`src/rtl/scene_scheduler.sv`:
```
// Scene playlist sequencer: walks a fixed 4-entry playlist of pattern/overlay/duration records.
// Define SCENE_FADE_EN to build the fade-out/fade-in sequencing; without it scenes cut directly.
module scene_scheduler #(
    parameter int unsigned FADE_STEP_FRAMES = 4,
    parameter int unsigned PLAYLIST_LEN     = 4
) (
    input  logic       clk,
    input  logic       rst_n,
    input  logic       next_frame,
    input  logic       skip,
    input  logic       hold,
    output logic [1:0] pattern_select,
    output logic [1:0] overlay_en,
    output logic [1:0] fade_level,
    output logic [1:0] scene_index,
    output logic       scene_start
);

    localparam logic [1:0] StPlay   = 2'd0;
    localparam logic [1:0] StSwitch = 2'd2;
`ifdef SCENE_FADE_EN
    localparam logic [1:0] StFadeOut   = 2'd1;
    localparam logic [1:0] StFadeIn    = 2'd3;
    localparam logic [1:0] StLeavePlay = StFadeOut;
    localparam logic [1:0] StAfterLoad = StFadeIn;
    localparam logic [3:0] StepLast    = 4'(FADE_STEP_FRAMES - 1);
`else
    localparam logic [1:0] StLeavePlay = StSwitch;
    localparam logic [1:0] StAfterLoad = StPlay;
`endif

    localparam logic [1:0] LastIndex = 2'(PLAYLIST_LEN - 1);

    logic       skip_meta_q, skip_meta_d;
    logic       skip_sync_q, skip_sync_d;
    logic       skip_prev_q, skip_prev_d;
    logic [1:0] skip_fill_q, skip_fill_d;
    logic       skip_pulse;

    logic [1:0] state_q, state_d;
    logic [7:0] frame_cnt_q, frame_cnt_d;
    logic [1:0] scene_index_q, scene_index_d;
    logic [1:0] pattern_q, pattern_d;
    logic [1:0] overlay_q, overlay_d;
    logic       scene_start_q, scene_start_d;

    logic       frame_tick;
    logic [1:0] next_index;
    logic [1:0] next_pattern;
    logic [1:0] next_overlay;
    logic [7:0] next_duration;

`ifdef SCENE_FADE_EN
    logic [1:0] fade_q, fade_d;
    logic [3:0] step_q, step_d;
`endif

    assign frame_tick = next_frame & ~hold;

    always_comb begin
        skip_meta_d = skip;
        skip_sync_d = skip_meta_q;
        skip_prev_d = skip_sync_q;
        skip_fill_d = (skip_fill_q == 2'd3) ? 2'd3 : skip_fill_q + 2'd1;
    end

    // Edges are ignored until the detector holds a genuine post-reset sample, so a button
    // held through reset release cannot look like a fresh press.
    assign skip_pulse = skip_sync_q & ~skip_prev_q & (skip_fill_q == 2'd3);

    always_comb begin
        next_index = (scene_index_q == LastIndex) ? 2'd0 : scene_index_q + 2'd1;
        unique case (next_index)
            2'd0: begin
                next_pattern  = 2'd0;
                next_overlay  = 2'b11;
                next_duration = 8'd240;
            end
            2'd1: begin
                next_pattern  = 2'd1;
                next_overlay  = 2'b11;
                next_duration = 8'd240;
            end
            2'd2: begin
                next_pattern  = 2'd0;
                next_overlay  = 2'b00;
                next_duration = 8'd120;
            end
            default: begin
                next_pattern  = 2'd1;
                next_overlay  = 2'b01;
                next_duration = 8'd60;
            end
        endcase
    end

    always_comb begin
        state_d       = state_q;
        frame_cnt_d   = frame_cnt_q;
        scene_index_d = scene_index_q;
        pattern_d     = pattern_q;
        overlay_d     = overlay_q;
        scene_start_d = 1'b0;
`ifdef SCENE_FADE_EN
        fade_d        = fade_q;
        step_d        = step_q;
`endif
        case (state_q)
            StPlay: begin
                // A skip coinciding with expiry still yields a single transition.
                if (skip_pulse || (frame_tick && frame_cnt_q == 8'd1)) begin
                    state_d = StLeavePlay;
                end else if (frame_tick) begin
                    frame_cnt_d = frame_cnt_q - 8'd1;
                end
            end
            StSwitch: begin
                scene_index_d = next_index;
                pattern_d     = next_pattern;
                overlay_d     = next_overlay;
                frame_cnt_d   = next_duration;
                scene_start_d = 1'b1;
                state_d       = StAfterLoad;
            end
`ifdef SCENE_FADE_EN
            StFadeOut: begin
                if (frame_tick) begin
                    if (step_q == StepLast) begin
                        step_d = 4'd0;
                        if (fade_q != 2'd0) begin
                            fade_d = fade_q - 2'd1;
                        end
                        if (fade_q <= 2'd1) begin
                            state_d = StSwitch;
                        end
                    end else begin
                        step_d = step_q + 4'd1;
                    end
                end
            end
            StFadeIn: begin
                if (frame_tick) begin
                    if (step_q == StepLast) begin
                        step_d = 4'd0;
                        if (fade_q != 2'd3) begin
                            fade_d = fade_q + 2'd1;
                        end
                        if (fade_q >= 2'd2) begin
                            state_d = StPlay;
                        end
                    end else begin
                        step_d = step_q + 4'd1;
                    end
                end
            end
`endif
            default: state_d = StPlay;
        endcase
    end

    always_ff @(posedge clk or negedge rst_n) begin
        if (!rst_n) begin
            skip_meta_q   <= 1'b0;
            skip_sync_q   <= 1'b0;
            skip_prev_q   <= 1'b0;
            skip_fill_q   <= 2'd0;
            state_q       <= StPlay;
            frame_cnt_q   <= 8'd240;
            scene_index_q <= 2'd0;
            pattern_q     <= 2'd0;
            overlay_q     <= 2'b11;
            scene_start_q <= 1'b0;
        end else begin
            skip_meta_q   <= skip_meta_d;
            skip_sync_q   <= skip_sync_d;
            skip_prev_q   <= skip_prev_d;
            skip_fill_q   <= skip_fill_d;
            state_q       <= state_d;
            frame_cnt_q   <= frame_cnt_d;
            scene_index_q <= scene_index_d;
            pattern_q     <= pattern_d;
            overlay_q     <= overlay_d;
            scene_start_q <= scene_start_d;
        end
    end

`ifdef SCENE_FADE_EN
    always_ff @(posedge clk or negedge rst_n) begin
        if (!rst_n) begin
            fade_q <= 2'd3;
            step_q <= 4'd0;
        end else begin
            fade_q <= fade_d;
            step_q <= step_d;
        end
    end

    assign fade_level = fade_q;
`else
    assign fade_level = 2'd3;
`endif

    assign pattern_select = pattern_q;
    assign overlay_en     = overlay_q;
    assign scene_index    = scene_index_q;
    assign scene_start    = scene_start_q;

endmodule

```
`config.mk`:
```
export PLATFORM = sky130hd
export DESIGN_NAME = scene_scheduler
export DESIGN_NICKNAME = d
export VERILOG_FILES = /design/src/rtl/scene_scheduler.sv
export SDC_FILE = /design/constraint.sdc
export NUM_CORES = 1
export LEC_CHECK = 0
export ABC_AREA = 1
export CAP_MARGIN = 30
export CORE_UTILIZATION = 30
export DETAILED_ROUTE_END_ITERATION = 8
export GPL_ROUTABILITY_DRIVEN = 0
export GPL_TIMING_DRIVEN = 0
export SLEW_MARGIN = 25
export SYNTH_ARGS = -nofsm -noshare
export SYNTH_HDL_FRONTEND = slang
export SYNTH_SLANG_ARGS = --single-unit
```
`constraint.sdc`:
```
create_clock -name clk -period 1.8 [get_ports clk]
set_clock_uncertainty 0.1 [all_clocks]
set_input_delay 0.36 -clock clk [delete_from_list [all_inputs] [get_ports clk]]
set_output_delay 0.36 -clock clk [all_outputs]
set_load 0.02 [all_outputs]
```
==> flow_summary.html <==
<table>
<tr><th>Metric</th><th>Value</th></tr>
<tr><th colspan="2">Run status</th></tr>
<tr><td>Status</td><td>finished, final reports clean</td></tr>
<tr><th colspan="2">Global route</th></tr>
<tr><td>Remaining global-route overflow</td><td>0</td></tr>
<tr><td>Pin count of the biggest net entering global routing</td><td>20</td></tr>
<tr><td>Number of antenna violations at the first check in global routing</td><td>0</td></tr>
<tr><td>Via count of the first global-routing pass</td><td>approximately 730</td></tr>
<tr><td>Wire length of the first global-routing pass</td><td>between 3 and 4 mm</td></tr>
<tr><td>Overall track demand over capacity in global routing</td><td>between 10 and 15%</td></tr>
<tr><th colspan="2">Setup path</th></tr>
<tr><td>Crit. path cell count</td><td>1</td></tr>
<tr><td>R2R Path Start</td><td>frame_cnt_q[6]</td></tr>
<tr><td>Setup slack of the worst register-to-register path</td><td>roughly 0.35 ns</td></tr>
<tr><td>Crit path max fanout</td><td>1</td></tr>
<tr><td>Required time of the critical path</td><td>roughly 1.3 ns</td></tr>
<tr><td>CP Capture Type</td><td>output port</td></tr>
<tr><td>Path depth of the worst reg2reg path</td><td>6</td></tr>
<tr><td>Crit path launch type</td><td>register</td></tr>
<tr><td>Cells along the critical path</td><td>clkdlybuf4s50_1</td></tr>
<tr><td>Family of cells with the greatest summed delay on the critical path</td><td>buffers and inverters</td></tr>
<tr><td>Signal arrival time at the worst endpoint</td><td>between 1 and 1.5 ns</td></tr>
<tr><td>RR Endpoint</td><td>frame_cnt_q[0]</td></tr>
<tr><td>Max stage delay on crit path</td><td>0.59 ns</td></tr>
<tr><td>Buffering stage count on the worst path with inverters included</td><td>1</td></tr>
<tr><td>Cell with the biggest individual delay on the critical path</td><td>sky130_fd_sc_hd__clkdlybuf4s50_1</td></tr>
<tr><td>Path type of the worst setup path</td><td>register to output port</td></tr>
<tr><th colspan="2">Min path</th></tr>
<tr><td>Hold depth</td><td>0</td></tr>
<tr><td>Path type of the worst min-delay path</td><td>register to register</td></tr>
<tr><td>Worst-case hold path end point</td><td>skip_prev_d</td></tr>
<tr><td>Startpoint of the worst hold path</td><td>skip_meta_q</td></tr>
<tr><th colspan="2">Routing</th></tr>
<tr><td>Mean number of vias per cell</td><td>a little over 4</td></tr>
<tr><td>Highest metal layer used by the detailed router</td><td>met4</td></tr>
<tr><td>Total iterations of the first detailed-routing run</td><td>4</td></tr>
<tr><td>Detailed route wirelength on metal2</td><td>753 um</td></tr>
<tr><td>Drt first-iter violations</td><td>15</td></tr>
<tr><td>Routed met3 length</td><td>around 79 um</td></tr>
<tr><td>Residual DRC count</td><td>0</td></tr>
<tr><td>M1 wire length</td><td>just over 900 um</td></tr>
<tr><td>Total number of vias</td><td>785</td></tr>
<tr><td>Detailed-route wire length</td><td>approximately 1.8 mm</td></tr>
<tr><td>Antenna-violating nets left</td><td>0</td></tr>
<tr><td>Routed wire per std cell</td><td>9.29 um</td></tr>
<tr><th colspan="2">Timing</th></tr>
<tr><td>Total negative slack</td><td>0 ns</td></tr>
<tr><td>Final period demand of the worst path</td><td>~1.7 ns</td></tr>
<tr><td>Setup repair after global routing missed its margin</td><td>false</td></tr>
<tr><td>Relative max-transition margin</td><td>a little over two fifths</td></tr>
<tr><td>Number of hold-slack violations in the final timing report</td><td>0</td></tr>
<tr><td>Final worst-path cycle share</td><td>between 90% and 100%</td></tr>
<tr><td>Achievable frequency</td><td>just under 600 MHz</td></tr>
<tr><td>Pins Over Slew Limit</td><td>0</td></tr>
<tr><td>Transition time at the pin with the least slew margin</td><td>roughly 0.85 ns</td></tr>
<tr><td>Total setup violations reported at the end of the flow</td><td>0</td></tr>
<tr><th colspan="2">Pwr</th></tr>
<tr><td>Areal power density over the cells</td><td>1230 mW/mm2</td></tr>
<tr><td>Fraction of power consumed by the clock network</td><td>14.8%</td></tr>
<tr><td>Combinational cell fraction of total power</td><td>roughly two fifths</td></tr>
<tr><td>Max rail drop VDD</td><td>between 0.5 and 0.6 mV</td></tr>
<tr><td>Net switching share of the total power</td><td>39.3%</td></tr>
<tr><td>Psw</td><td>580 uW</td></tr>
<tr><td>Cell leakage power</td><td>roughly 0.62 nW</td></tr>
<tr><td>Total internal power</td><td>between 800 and 900 uW</td></tr>
<tr><td>Sequential cell fraction of total power</td><td>a little under half</td></tr>
<tr><th colspan="2">Final layout</th></tr>
<tr><td>Largest register by flop count</td><td>frame_cnt_q</td></tr>
<tr><td>Fill cell total of the finished layout</td><td>around 350</td></tr>
<tr><td>Design area</td><td>about 0.0012 mm2</td></tr>
<tr><td>Area Overhead vs Synth</td><td>17.5%</td></tr>
<tr><td>Area taken by flip-flops and latches</td><td>between 400 and 500 um2</td></tr>
<tr><td>Antenna diode instance count</td><td>0</td></tr>
<tr><td>Number of nets in the final layout</td><td>158</td></tr>
<tr><td>Max FFs per register</td><td>8</td></tr>
<tr><td>Post-route core utilization</td><td>38.1%</td></tr>
<tr><td>Leading cell type in the layout, fill and taps excluded</td><td>sky130_fd_sc_hd__nand2_1</td></tr>
<tr><td>Fraction of layout cells with a size suffix above 1</td><td>~15%</td></tr>
<tr><td>Top library cells by usage in the layout, fill and taps aside</td><td>sky130_fd_sc_hd__nand2_1 (39), sky130_fd_sc_hd__inv_1 (19), sky130_fd_sc_hd__nor2_1 (18)</td></tr>
<tr><td>Combined area of the multi-input logic cells</td><td>424 um2</td></tr>
<tr><th colspan="2">Clock network</th></tr>
<tr><td>CTS tree</td><td>yes</td></tr>
<tr><td>Number of H-tree levels</td><td>1</td></tr>
<tr><td>Deepest clock path buffer count</td><td>2</td></tr>
<tr><td>Insertion delay to the later sink of the worst-skew pair</td><td>around 0.3 ns</td></tr>
<tr><td>Number of sinks on the clock net</td><td>19</td></tr>
<tr><td>Total CTS buffers</td><td>3</td></tr>
<tr><td>Clock-pin slew reported for the worst setup and hold paths after clock tree synthesis</td><td>roughly 0.11 ns</td></tr>
<tr><td>Post-CTS setup repair buffer count</td><td>0</td></tr>
<tr><td>Clock tree root buffer cell</td><td>sky130_fd_sc_hd__clkbuf_4</td></tr>
<tr><th colspan="2">Placement</th></tr>
<tr><td>Area after detailed placement</td><td>roughly 0.0012 mm2</td></tr>
<tr><td>Number of buffers inserted by port buffering</td><td>10</td></tr>
<tr><td>Total half-perimeter wirelength after legalization and detailed placement</td><td>1.29 mm</td></tr>
<tr><th colspan="2">Yosys</th></tr>
<tr><td>Count of state elements after synthesis</td><td>19</td></tr>
<tr><td>Largest cells by area after synthesis</td><td>sky130_fd_sc_hd__dfrtp_1 (32%), sky130_fd_sc_hd__dfstp_2 (15%), sky130_fd_sc_hd__nand2_1 (14%)</td></tr>
<tr><td>Total of warnings raised by yosys</td><td>0</td></tr>
<tr><td>Proportion of synthesized chip area in sequential cells</td><td>~47%</td></tr>
<tr><td>Post-synthesis instance total</td><td>around 130</td></tr>
<tr><td>Synth top area share</td><td>31.8%</td></tr>
<tr><td>Netlist area before placement</td><td>~0.001 mm2</td></tr>
<tr><td>Count of different cell masters after synthesis</td><td>19</td></tr>
<tr><td>Mean instance size in the synthesized netlist</td><td>approximately 7.8 um2</td></tr>
<tr><td>Most area-hungry cell type in the Yosys netlist</td><td>sky130_fd_sc_hd__dfrtp_1</td></tr>
<tr><th colspan="2">Die</th></tr>
<tr><td>Starting Density</td><td>32.5%</td></tr>
<tr><td>Die Footprint</td><td>between 0.003 and 0.004 mm2</td></tr>
<tr><td>Width of the chip</td><td>between 60 and 70 um</td></tr>
<tr><td>Floorplan Core Area</td><td>between 0.003 and 0.004 mm2</td></tr>
<tr><td>Std-Cell Rows</td><td>20</td></tr>
<tr><td>Boundary pin count</td><td>14</td></tr>
<tr><td>Height of the die</td><td>just over 60 um</td></tr>
<tr><th colspan="2">Job</th></tr>
<tr><td>Max_cap viols</td><td>0</td></tr>
</table>
[synth_stat cells]
master                    number
sky130_fd_sc_hd__nand2_1      39
sky130_fd_sc_hd__inv_1        19
sky130_fd_sc_hd__nor2_1       18
sky130_fd_sc_hd__dfrtp_1      13
sky130_fd_sc_hd__dfstp_2       6
sky130_fd_sc_hd__nand3_1       6
sky130_fd_sc_hd__buf_4         5
sky130_fd_sc_hd__ha_1          5
sky130_fd_sc_hd__o21ai_0       5
sky130_fd_sc_hd__o21ai_1       3
sky130_fd_sc_hd__a21oi_1       2
sky130_fd_sc_hd__conb_1        2
sky130_fd_sc_hd__or2_2         2
sky130_fd_sc_hd__xor2_1        2
sky130_fd_sc_hd__buf_2         1
sky130_fd_sc_hd__inv_4         1
sky130_fd_sc_hd__nand2_4       1
sky130_fd_sc_hd__nand3_2       1
sky130_fd_sc_hd__nor3_1        1
[cell type report]
class	instances	area share, %
clock buffers	4	2.19
multi-input cells	88	35.3
plain buffers	6	3.54
flip-flops and latches	19	40.3
well taps	44	4.58
inverters	20	6.45
repair buffers	10	7.70
[worst max-delay path by stage]
stage | start | end | slack (ns)
floorplan | pattern_select[0] | frame_cnt_q[3] | 0.30
global placement | next_frame | frame_cnt_q[0] | 0.002
detailed placement | next_frame | frame_cnt_q[0] | -0.04
CTS | scene_start | scene_start | 0.1
global route | scene_start | scene_start | 0.05
finish | scene_start | scene_start | 0.11
[power by group through the flow]
| stage | sequential [mW] | combinational [mW] | clock (mW) |
|---|---|---|---|
| finish | 0.684 | 0.572 | 0.218 |
| global route | 0.704 | 0.659 | 0.249 |
| CTS | 0.685 | 0.577 | 0.229 |
| detailed placement | 0.691 | 0.604 | 0 |
| global placement | 0.689 | 0.598 | 0 |
| floorplan | 0.717 | 0.383 | 0 |
[routing by layer]
metal,vias to the layer above,track usage (%)
met5,-,0
met3,4,4.48
met1,352,15.7
met4,0,3.90
li1,415,-
met2,14,18.7
[through the flow]
stage	worst slack [ns]	instances	hold slack [ns]	power, mW
after floorplan	0.302	133	-0.0356	1.10
after global placement	0.00160	187	0.234	1.29
after detailed placement	-0.0437	187	0.236	1.30
after CTS	0.0967	191	0.263	1.49
after global routing	0.0463	191	0.267	1.61
final	0.107	191	0.257	1.47
[repair_timing]
item | CTS | global route
endpoints found under the setup margin | 5 | 0
resized for setup | 6 | 0
hold buffers | 0 | 0
[kinds of logic (layout without fill, tap and decap cells)]
group / count (synthesis) / in the layout / share of synthesized area, %
xor gates and xnor gates: 2 / 2 / 1.71
DFF: 19 / 19 / 47.2
AOI/OAI and AO/OA: 10 / 10 / 4.89
other: 2 / 3 / 0.734
and+or+nand+nor: 68 / 68 / 27.6
buffers and inverters: 26 / 40 / 11.7
adders and majority gates: 5 / 5 / 6.11
Note: power is estimated with default switching activity, not from simulation.
